$ cat src/rtl/shop_pkg.sv
// Shared constants, command keys and state encoding for the shop command front-end.
// Command keys are right-justified, zero-padded ASCII, matching Verilog string literals.
package shop_pkg;

    localparam int I_A_NUM_ASCII_CHARS = 7;
    localparam int I_A_NUM_BITS        = I_A_NUM_ASCII_CHARS * 8;
    localparam int I_U_NUM_BITS        = 4;
    localparam int CNT_BITS            = $clog2(I_A_NUM_ASCII_CHARS + 1);

    localparam logic [7:0] CR = 8'h0D;
    localparam logic [7:0] LF = 8'h0A;
    localparam logic [7:0] SP = 8'h20;

    localparam logic [I_A_NUM_BITS-1:0] CMD_KEY__LOGOUT  = {8'h00, "Logout"};
    localparam logic [I_A_NUM_BITS-1:0] CMD_KEY__LOGIN   = {16'h0000, "Login"};
    localparam logic [I_A_NUM_BITS-1:0] CMD_KEY__ADDUSR  = {8'h00, "AddUsr"};
    localparam logic [I_A_NUM_BITS-1:0] CMD_KEY__DELUSR  = {8'h00, "DelUsr"};
    localparam logic [I_A_NUM_BITS-1:0] CMD_KEY__ADDITEM = "AddItem";
    localparam logic [I_A_NUM_BITS-1:0] CMD_KEY__DELITEM = "DelItem";
    localparam logic [I_A_NUM_BITS-1:0] CMD_KEY__BUY     = {32'h0000_0000, "Buy"};
    localparam logic [I_A_NUM_BITS-1:0] CMD_KEY__NONE    = {24'h00_0000, "NONE"};

    typedef enum logic [2:0] {
        S_USER,
        S_SEP,
        S_CMD,
        S_EMIT,
        S_DRAIN
    } state_t;

    function automatic logic is_term(input logic [7:0] b);
        return (b == CR) || (b == LF);
    endfunction

    function automatic logic is_print(input logic [7:0] b);
        return (b >= 8'h21) && (b <= 8'h7E);
    endfunction

    function automatic logic is_hex(input logic [7:0] b);
        return ((b >= "0") && (b <= "9")) ||
               ((b >= "A") && (b <= "F")) ||
               ((b >= "a") && (b <= "f"));
    endfunction

    // Letters have low nibble 1..6 in both cases, so +9 yields 10..15.
    function automatic logic [I_U_NUM_BITS-1:0] hex_val(input logic [7:0] b);
        return (b <= "9") ? b[3:0] : b[3:0] + 4'd9;
    endfunction

endpackage

$ cat src/rtl/shop_key_match_v.sv
// Combinational lookup: flags whether a command word is one of the known shop keys.
module shop_key_match_v
    import shop_pkg::*;
(
    input  logic [I_A_NUM_BITS-1:0] key,
    output logic                    hit
);

    assign hit = (key == CMD_KEY__LOGOUT)  || (key == CMD_KEY__LOGIN)   ||
                 (key == CMD_KEY__ADDUSR)  || (key == CMD_KEY__DELUSR)  ||
                 (key == CMD_KEY__ADDITEM) || (key == CMD_KEY__DELITEM) ||
                 (key == CMD_KEY__BUY);

endmodule

$ cat src/rtl/shop_cmd_rx_v.sv
// Byte-serial "<hex user> <command><CR|LF>" line receiver feeding shop_v.
// Optional SHOP_CMD_KEY_CHECK_EN replaces unknown commands with "NONE" and flags o_err.
module shop_cmd_rx_v
    import shop_pkg::*;
(
    input  logic                    i_clk,
    input  logic                    i_reset,
    input  logic                    i_valid,
    input  logic [7:0]              i_byte,
    output logic                    o_ready,
    output logic                    o_rdy,
    output logic [I_U_NUM_BITS-1:0] o_u,
    output logic [I_A_NUM_BITS-1:0] o_a,
    output logic                    o_err
);

    state_t                  state;
    logic [I_U_NUM_BITS-1:0] user_q;
    logic [I_A_NUM_BITS-1:0] shift_q;
    logic [CNT_BITS-1:0]     cnt_q;
    logic                    accept;
    logic                    key_hit;

    assign accept = i_valid & o_ready;

`ifdef SHOP_CMD_KEY_CHECK_EN
    shop_key_match_v u_key_match (
        .key (shift_q),
        .hit (key_hit)
    );
`else
    assign key_hit = 1'b1;
`endif

    // NOTE: sequential state uses non-blocking assignments so every register
    // samples pre-edge values regardless of statement order.
    always_ff @(posedge i_clk or posedge i_reset) begin
        if (i_reset) begin
            state   <= S_USER;
            user_q  <= '0;
            shift_q <= '0;
            cnt_q   <= '0;
            o_ready <= 1'b0;
            o_rdy   <= 1'b0;
            o_err   <= 1'b0;
            o_u     <= '0;
            o_a     <= '0;
        end else begin
            // Strobes default low; o_ready is only dropped for the emit bubble.
            o_rdy   <= 1'b0;
            o_err   <= 1'b0;
            o_ready <= 1'b1;

            if (state == S_EMIT) begin
                state <= S_USER;
            end else if (accept) begin
                case (state)
                    S_USER: begin
                        if (is_hex(i_byte)) begin
                            user_q  <= hex_val(i_byte);
                            shift_q <= '0;
                            cnt_q   <= '0;
                            state   <= S_SEP;
                        end else if (!is_term(i_byte)) begin
                            o_err <= 1'b1;
                            state <= S_DRAIN;
                        end
                    end

                    S_SEP: begin
                        if (i_byte == SP) begin
                            state <= S_CMD;
                        end else begin
                            o_err <= 1'b1;
                            state <= is_term(i_byte) ? S_USER : S_DRAIN;
                        end
                    end

                    S_CMD: begin
                        if (is_print(i_byte)) begin
                            if (cnt_q < CNT_BITS'(I_A_NUM_ASCII_CHARS)) begin
                                shift_q <= {shift_q[I_A_NUM_BITS-9:0], i_byte};
                                cnt_q   <= cnt_q + CNT_BITS'(1);
                            end else begin
                                o_err <= 1'b1;
                                state <= S_DRAIN;
                            end
                        end else if (is_term(i_byte)) begin
                            if (cnt_q == '0) begin
                                o_err <= 1'b1;
                                state <= S_USER;
                            end else begin
                                state   <= S_EMIT;
                                o_rdy   <= 1'b1;
                                o_ready <= 1'b0;
                                o_u     <= user_q;
                                if (key_hit) begin
                                    o_a <= shift_q;
                                end else begin
                                    o_a   <= CMD_KEY__NONE;
                                    o_err <= 1'b1;
                                end
                            end
                        end else begin
                            o_err <= 1'b1;
                            state <= S_DRAIN;
                        end
                    end

                    S_DRAIN: begin
                        if (is_term(i_byte)) state <= S_USER;
                    end

                    default: state <= S_USER;
                endcase
            end
        end
    end

endmodule

$ cat config.mk
export PLATFORM = sky130hd
export DESIGN_NAME = shop_cmd_rx_v
export DESIGN_NICKNAME = d
export VERILOG_FILES = /design/src/rtl/shop_pkg.sv /design/src/rtl/shop_key_match_v.sv /design/src/rtl/shop_cmd_rx_v.sv
export SDC_FILE = /design/constraint.sdc
export NUM_CORES = 1
export LEC_CHECK = 0
export ABC_AREA = 0
export CAP_MARGIN = 20
export CORE_MARGIN = 4
export CORE_UTILIZATION = 58
export CTS_CLUSTER_DIAMETER = 30
export DETAILED_ROUTE_END_ITERATION = 8
export GPL_TIMING_DRIVEN = 0
export MAX_ROUTING_LAYER = met4
export PLACE_DENSITY = 0.84
export SLEW_MARGIN = 20
export SYNTH_ARGS = -nofsm -noshare
export SYNTH_HDL_FRONTEND = slang
export SYNTH_SLANG_ARGS = --single-unit
$ cat constraint.sdc
create_clock -name i_clk -period 11.25 [get_ports i_clk]
set_input_delay 1.125 -clock i_clk [delete_from_list [all_inputs] [get_ports i_clk]]
set_output_delay 1.125 -clock i_clk [all_outputs]
set_load 0.1 [all_outputs]
# Yosys cells after proc, flatten, opt, wreduce, memory -nomap -nowiden
# Cells that the tools add are included.
[op_classes]
n_mux = 41
magnitude_cmp = 9
eq_ne = 13
n_reduce_logical = 15
add_sub_neg = 2
bitwise = 4
[op_table]
columns = ["operator", "count"]
rows = [
  ["$mux W56", 3],
  ["$pmux W56 S2", 1],
  ["$mux W3", 13],
  ["$le A8 B7 Y1 const B", 3],
  ["$mux W1", 19],
  ["$eq A8 B4 Y1 const B", 2],
  ["$ge A8 B6 Y1 const B", 2],
  ["$ge A8 B7 Y1 const B", 2],
  ["$pmux W3 S4", 1],
  ["$reduce_and A6 Y1", 2],
  ["$eq A8 B6 Y1 const B", 1],
  ["$le A8 B6 Y1 const B", 1],
  ["$ne A4 B4 Y1 const B", 2],
  ["$reduce_and A4 Y1", 2],
  ["$eq A3 B2 Y1 const B", 2],
  ["$logic_not A3 Y1", 2],
  ["$ne A2 B2 Y1 const B", 3],
  ["$pmux W3 S2", 1],
  ["$add A4 B4 Y4 const B", 1],
  ["$logic_and A1 B1 Y1", 4],
  ["$mux W4", 1],
  ["$reduce_bool A2 Y1", 2],
  ["$add A3 B1 Y3 const B", 1],
  ["$eq A3 B1 Y1 const B", 1],
  ["8 further kinds", 12],
]
[totals]
input_bits = 11
ff_bits = 129
output_inout_bits = 63
elab_cells = 93

# Logic depth before layout (Yosys ltp)
# Gate-level depths: netlist (run 1).
[logic_depth]
depth_word = 8
ltp_mapped = 10
depth_no_buf = 7

# Worst setup path after synthesis (run 1)
# OpenSTA, ideal clock, no wires.
[synth_timing]
path_kind = "in2reg"
start = "input i_byte[7]"
end = "register cnt_q[1]"
n_path_buf = 3
t_arrival_ns = 2.874
setup_time_ns = 0.121
path_stages = 7
slack_ns = 8.255
t_required_ns = 11.129
cell_sequence = "or3_4 or4_4 and3b_1 clkbuf_1 buf_2 buf_2 a22o_1"
[synth_between]
elab_chain_cells = 6
word_cells_on_any_way = 17
classes_between = "8 x order compare; 2 x eq/ne; 7 x reduce/logical"
[synth_lines]
columns = ["element", "line_no", "rtl"]
rows = [
  ["from (decl)", "shop_cmd_rx_v.sv:9", "input logic [7:0] i_byte,"],
  ["$ge A8 B6 Y1, or another cell as far along", "shop_pkg.sv:40", "return ((b >= \"0\") && (b <= \"9\")) ||"],
  ["$logic_and A1 B1 Y1 (on tied branches)", "shop_pkg.sv:40, shop_pkg.sv:41", ""],
  ["$logic_or A1 B1 Y1", "shop_pkg.sv:40", ""],
  ["$logic_or A1 B1 Y1", "shop_pkg.sv:41", "((b >= \"A\") && (b <= \"F\")) ||"],
  ["$ne A2 B2 Y1 (no source line)", "--", ""],
  ["$reduce_and A6 Y1 (no source line) *", "--", ""],
  ["to (signal assigned)", "shop_cmd_rx_v.sv:83", "cnt_q <= cnt_q + CNT_BITS'(1);"],
  ["to (decl)", "shop_cmd_rx_v.sv:20", "logic [CNT_BITS-1:0] cnt_q;"],
]
# Every way passes the cells marked *; elsewhere a longest branch is shown, timed or not.
# A chain may end at the register's enable or synchronous reset.

# Worst setup path in the final report (run 1)
[layout_timing]
start = "input i_byte[1]"
end = "register o_a[29]"
[layout_between]
elab_chain_cells = 4
word_cells_on_any_way = 8
classes_between = "2 x order compare; 2 x eq/ne; 1 x bitwise; 3 x reduce/logical"
[layout_lines]
columns = ["element", "line_no", "rtl"]
rows = [
  ["$ge A8 B6 Y1 / $le A8 B7 Y1 (equally long branches)", "shop_pkg.sv:36", "return (b >= 8'h21) && (b <= 8'h7E);"],
  ["$logic_and A1 B1 Y1", "shop_pkg.sv:36", ""],
  ["$not A1 Y1 (no source line)", "--", ""],
  ["$reduce_and A6 Y1 (no source line) *", "--", ""],
  ["to (signal assigned)", "shop_cmd_rx_v.sv:98", "o_a <= shift_q;"],
  ["to (decl)", "shop_cmd_rx_v.sv:13", "output logic [I_A_NUM_BITS-1:0] o_a,"],
]
# Marks and branches as above.

==> impl_metrics.csv, run 1 <==
group,metric,value,unit
outcome,status,"complete, no violations",
clocking,clk_latency,0.51,ns
die,rows,34,
hold_path,hold_depth,1,
route,num_vias,3523,
final_layout,layout.nets,468,
global_routing,grt_antenna_before_repair,0,
synthesis,post-synth-top-count-cell,"dfrtp_1",
place,place_ws,7.306,ns
clocking,cts_tree,"done",
synthesis,synth_mux_area_share,14.71,%
clocking,cts-hold-fix-buffers,0,
synthesis,synth_cell_types,44,
clocking,clockBufferDepth,2,
worst_setup_path,endpoint_kind,"flop",
synthesis,synth_compound_area_share,13.34,%
synthesis,synthAdderAreaFrac,1.450,%
worst_setup_path,reg2reg_slack,8.90,ns
timing,skew,0.01073,ns
timing,hold_viol_final,0,
power_and_ir_drop,power.leakage,3.248,nW
timing,slew_viol_final,0,
die,coreArea,8721,um^2
power_and_ir_drop,max-vdd-ir-drop,119.9,uV
synthesis,synthXorXnorAreaFrac,0.5074,%
power_and_ir_drop,p_per_area,167.6,nW/um^2
hold_path,worstHoldStart,"shift_q[49]$_DFFE_PP0P_",
die,die_w,102.5,um
timing,setup_viol,0,
synthesis,synthTopCellsByArea,"dfrtp_1 62%, mux2_2 14%, a22o_1 9.5%",
final_layout,drive_above_1_share,26.29,%
global_routing,grt.total_usage,25.05,%
clocking,root_buffer,"clkbuf_8",
timing,slew_headroom,32.77,%
synthesis,synth_top_area_share,62.33,%
final_layout,diodes,0,
synthesis,synth_top_family_by_area,"multiplexers",
clocking,path_clk_slew,0.06,ns
place,numPortBuffers,72,
route,dr.pass1.iters,5,
route,drt-vias-per-instance,6.159,
synthesis,syn-num-nets,376,
final_layout,fin_cells,572,
final_layout,syn2layout_area_growth,29.98,%
route,totalWireLength,11.67,mm
clocking,h-tree-depth,4,
die,initial_core_util,59.38,%
die,dieHeight,102.5,um
synthesis,synth_area_per_cell,14.43,um^2
timing,setup_ws,7.772,ns
worst_setup_path,required,11.64,ns
route,drt_iter0_drc,171,
synthesis,synth-seq-cells,129,
synthesis,synthSimpleGateAreaFrac,4.590,%
global_routing,grt_pass1_vias,3608,
global_routing,grt_pass1_wl,19.25,mm
timing,fin_crit_sh,30.91,%
worst_setup_path,r2r-start,"state[2]$_DFFE_PP0P_",
worst_setup_path,arrival,3.87,ns
synthesis,ys_top_cells_by_count,"129 x dfrtp_1, 65 x mux2_2, 56 x a22o_1, 13 x buf_2, 9 x inv_1",
timing,grt_setup_unrepaired,"false",
clocking,clkSinkCount,129,
route,drcViolationCount,0,
worst_setup_path,cp-start-kind,"input port",
synthesis,async_flop_share,100.0,%
synthesis,synth_flop_cell,"dfrtp_1",
final_layout,nFillCells,485,
die,dieArea,10500,um^2
timing,tns,0,ns
global_routing,overflow,0,
timing,holdWs,0.5033,ns
worst_setup_path,crit_type,"input port to flop",
place,gp_congestion,0.9067,
synthesis,syn_inst,359,
clocking,post-cts-setup-buffers,0,
place,dp_hpwl,7.104,mm
clocking,post_cts_resized,0,
hold_path,hold_class,"flop to flop",
worst_setup_path,reg2reg_depth,8,
global_routing,grt_max_degree,74,
timing,worst_pin_slew,1.005,ns
synthesis,synth_edf_count,0,
worst_setup_path,worst-path-max-fanout,10,
timing,clock.fmax,0.2875,GHz
timing,layout_min_cycle_time,3.478,ns
hold_path,min_to,"shift_q[49]$_DFFE_PP0P_",
route,antenna_left,0,
synthesis,ys_seq_area_share,62.33,%
synthesis,syn-cell-area,5179,um^2
die,io_pins,74,
synthesis,yosysTopAreaCell,"dfrtp_1",
worst_setup_path,worstReg2RegEnd,"shift_q[4]$_DFFE_PP0P_",
clocking,cts_buffers,17,
route,wire_per_inst,20.40,um
synthesis,yosysWarnings,0,
flow_run,maxCapViolations,0,
place,placed_cells,540,
==> critical path, stage by stage <==
cell	delay (ns)
clkdlybuf4s50_1	0.50
inv_1	0.13
ha_1	0.23
mux2i_1	0.16
nor4b_4	0.44
o21ai_1	0.18
nor2_2	0.36
buf_2	0.35
mux2_2	0.39
==> cell usage in the layout, fill, tap and decap left out, types with 4 or more instances in the layout <==
cell and count:
clkinv_4 4, buf_2 13, nor2_1 5, nand3_1 4, ha_1 6, clkbuf_1 7, nand2b_1 5, inv_1 8
nand2_1 7, a21oi_1 4, inv_6 4, dfrtp_1 129, clkbuf_16 16, clkdlybuf4s50_1 72, mux2_2 65, bufinv_16 5
a22o_1 56
==> logic make-up after synthesis <==
logic type | count (synthesis)
buf+inv | 32
mux | 68
simple gates | 38
xor+xnor | 3
fa+ha+maj | 6
flops | 129
compound gates | 83
==> layout make-up <==
class	count	area [um^2]	share of cell area [%]
repair buffers	73	748.2	11.12
flip-flops and latches	129	3228	47.96
clock buffers	19	441.7	6.561
well taps	108	135.1	2.007
plain buffers	23	125.1	1.859
inverters	9	38.79	0.5762
clock inverters	13	222.7	3.309
multi-input cells	198	1792	26.62
==> metrics by stage <==
stage	instance area [um^2]	power, mW	util, %
finish	6731	1.128	77.19
global route	6731	1.162	77.19
CTS	6731	1.132	77.19
detailed placement	6067	0.5249	69.57
global placement	6035	0.5214	69.20
floorplan	5179	0.5097	-
==> metal layers <==
layer	vias up	track usage (%)	routed length, um
li1	1520	-	-
met1	1848	33.59	4938
met2	140	39.13	5916
met3	15	5.277	689
met4	0	7.265	126
met5	-	-	0
==> power breakdown <==
group / internal [mW] / total, mW / switching [mW]
registers: 0.471 / 0.474 / 0.00293
clock network: 0.399 / 0.612 / 0.213
logic: 0.0154 / 0.0426 / 0.0273
==> flip-flops by register name, indices dropped and copies added, names as in the netlist <==
signal / cells
o_a: 56
state: 3
user_q: 4
o_rdy: 1
shift_q: 56
cnt_q: 3
o_err: 1
o_u: 4
o_ready: 1
==> worst max path at each step <==
stage,endpoint,startpoint,slack [ns]
after global routing,o_a[52]$_DFFE_PP0P_,i_byte[1],7.61
final,o_a[29]$_DFFE_PP0P_,i_byte[1],7.77
after floorplan,cnt_q[0]$_DFFE_PP0P_,i_reset,6.68
after CTS,o_a[52]$_DFFE_PP0P_,i_byte[1],7.79
after detailed placement,o_a[53]$_DFFE_PP0P_,i_byte[1],7.31
after global placement,o_a[13]$_DFFE_PP0P_,i_reset,5.11
Note: power is estimated with default switching activity, not from simulation.
==> run 2: changes to the inputs <==
Settings changed: CORE_UTILIZATION 58 to 54, PLACE_DENSITY 0.84 to 0.79.
Clock period 11.25 ns to 3.6 ns, I/O delays scaled along.
==> run 2 against run 1 <==
Net effect: via count is 3.6% lower; sequential power rose to 3.1 times the previous value; combinational power increased to 3.4 times the previous value; register-to-register slack got worse by 7.7 ns; clock power grew to 2.7 times the previous value; die area up 6.8%; non-clock buffer count rose by 3; final cell count increased by 4.2%; worst hold slack worse by 0.20 ns; critical path depth unchanged; sequential share of layout area down 0.062 points; critical endpoint is now o_a[24]$_DFFE_PP0P_.
==> impl_metrics.csv, run 2 (synthesis results as in run 1) <==
group,metric,value,unit
outcome,status,"complete, no violations",
route,drt-vias-per-instance,5.698,
worst_setup_path,reg2reg_depth,8,
die,initial_core_util,55.78,%
route,drcViolationCount,0,
worst_setup_path,required,3.99,ns
worst_setup_path,worstReg2RegEnd,"shift_q[29]$_DFFE_PP0P_",
final_layout,fin_cells,596,
clocking,path_clk_slew,0.06,ns
die,dieHeight,105.9,um
route,drt_iter0_drc,183,
final_layout,regArea,3228,um^2
place,placed_cells,564,
worst_setup_path,worst-path-max-fanout,10,
clocking,clk_latency,0.51,ns
global_routing,grt.total_usage,21.79,%
die,dieArea,11220,um^2
place,place_area,6167,um^2
timing,holdWs,0.3028,ns
clocking,cts-hold-fix-buffers,0,
final_layout,syn2layout_area_growth,30.15,%
route,wire_per_inst,18.56,um
timing,hold_viol_final,0,
final_layout,reg_top3,"o_a (56), shift_q (56)",
place,gp_congestion,0.8782,
die,io_pins,74,
timing,fin_crit_sh,73.58,%
global_routing,grt_pass1_vias,3560,
timing,clock.fmax,0.3775,GHz
global_routing,grt_pass1_wl,18.69,mm
final_layout,nFillCells,608,
worst_setup_path,arrival,3.04,ns
final_layout,layout.nets,471,
final_layout,drive_above_1_share,26.55,%
route,antenna_left,0,
global_routing,grt_antenna_before_repair,0,
worst_setup_path,cp-start-kind,"input port",
final_layout,finalCoreUtilization,72.60,%
clocking,root_buffer,"clkbuf_8",
flow_run,maxCapViolations,0,
timing,tns,0,ns
clocking,cts_buffers,17,
worst_setup_path,crit_type,"input port to flop",
worst_setup_path,endpoint_kind,"flop",
timing,slew_viol_final,0,
timing,setup_ws,0.9512,ns
route,dr.pass1.iters,4,
timing,setup_viol,0,
timing,slew_headroom,34.06,%
power_and_ir_drop,p_per_area,483.9,nW/um^2
final_layout,diodes,0,
clocking,post-cts-setup-buffers,0,
die,rows,35,
final_layout,most-common-layout-cells,"129 x dfrtp_1, 72 x clkdlybuf4s50_1, 65 x mux2_2",
route,num_vias,3396,
place,place_ws,0.4267,ns
clocking,h-tree-depth,4,
clocking,post_cts_resized,0,
worst_setup_path,r2r-start,"state[2]$_DFFE_PP0P_",
hold_path,hold_class,"input port to asynchronous set/reset pin",
final_layout,multi_input_area,1792,um^2
place,dp_hpwl,7.513,mm
timing,worst_pin_slew,0.9861,ns
die,coreArea,9284,um^2
worst_setup_path,reg2reg_slack,1.25,ns
route,totalWireLength,11.06,mm
timing,layout_min_cycle_time,2.649,ns
clocking,clockBufferDepth,2,
power_and_ir_drop,max-vdd-ir-drop,302.7,uV
clocking,clkSinkCount,129,
final_layout,final_common_cell,"dfrtp_1",
power_and_ir_drop,power.leakage,3.230,nW
final_layout,fin_area,6740,um^2
power_and_ir_drop,p_total,3.261,mW
timing,skew,0.008563,ns
timing,grt_setup_unrepaired,"false",
die,die_w,105.9,um
global_routing,grt_max_degree,33,
global_routing,overflow,0,
place,numPortBuffers,72,
clocking,cts_tree,"done",
## run 2: report_power, final
group	total (mW)	internal [mW]	switching, mW
clock network	1.64	0.994	0.645
logic	0.143	0.0561	0.0868
registers	1.48	1.47	0.00881
## run 2: final cells by class
| cell class | count | share of cell area (%) |
|---|---|---|
| Inverter | 9 | 0.5569 |
| Multi-Input combinational cell | 198 | 26.58 |
| Buffer | 23 | 1.856 |
| Sequential cell | 129 | 47.89 |
| Timing Repair Buffer | 76 | 12.21 |
| Clock inverter | 14 | 2.302 |
| Tap cell | 129 | 2.395 |
| Clock buffer | 18 | 6.200 |
## run 2: worst max-delay path: stages
cell and delay [ns]:
clkdlybuf4s50_1 0.51, inv_1 0.14, ha_1 0.23, mux2i_1 0.16, nor4b_4 0.38, o21ai_1 0.18, nor2_2 0.36, buf_2 0.34
mux2_2 0.38
## run 2: worst max-delay path by stage
stage	startpoint	endpoint	slack, ns	cells past startpoint
2_1_floorplan	o_ready$_DFF_PP0_	shift_q[10]$_DFFE_PP0P_	1.25	7
3_3_place_gp	i_byte[1]	o_a[54]$_DFFE_PP0P_	0.51	9
3_5_place_dp	i_byte[1]	o_a[52]$_DFFE_PP0P_	0.43	9
4_1_cts	i_byte[1]	o_a[24]$_DFFE_PP0P_	0.95	9
5_1_grt	i_byte[1]	o_a[24]$_DFFE_PP0P_	0.76	9
6_report	i_byte[1]	o_a[24]$_DFFE_PP0P_	0.95	9
## run 2: per-layer routing
metal	vias up	wire (um)	track usage [%]
met5	-	0	-
met4	0	181	7.401
met3	18	452	4.129
met2	114	5330	32.70
met1	1728	5095	30.38
li1	1536	-	-
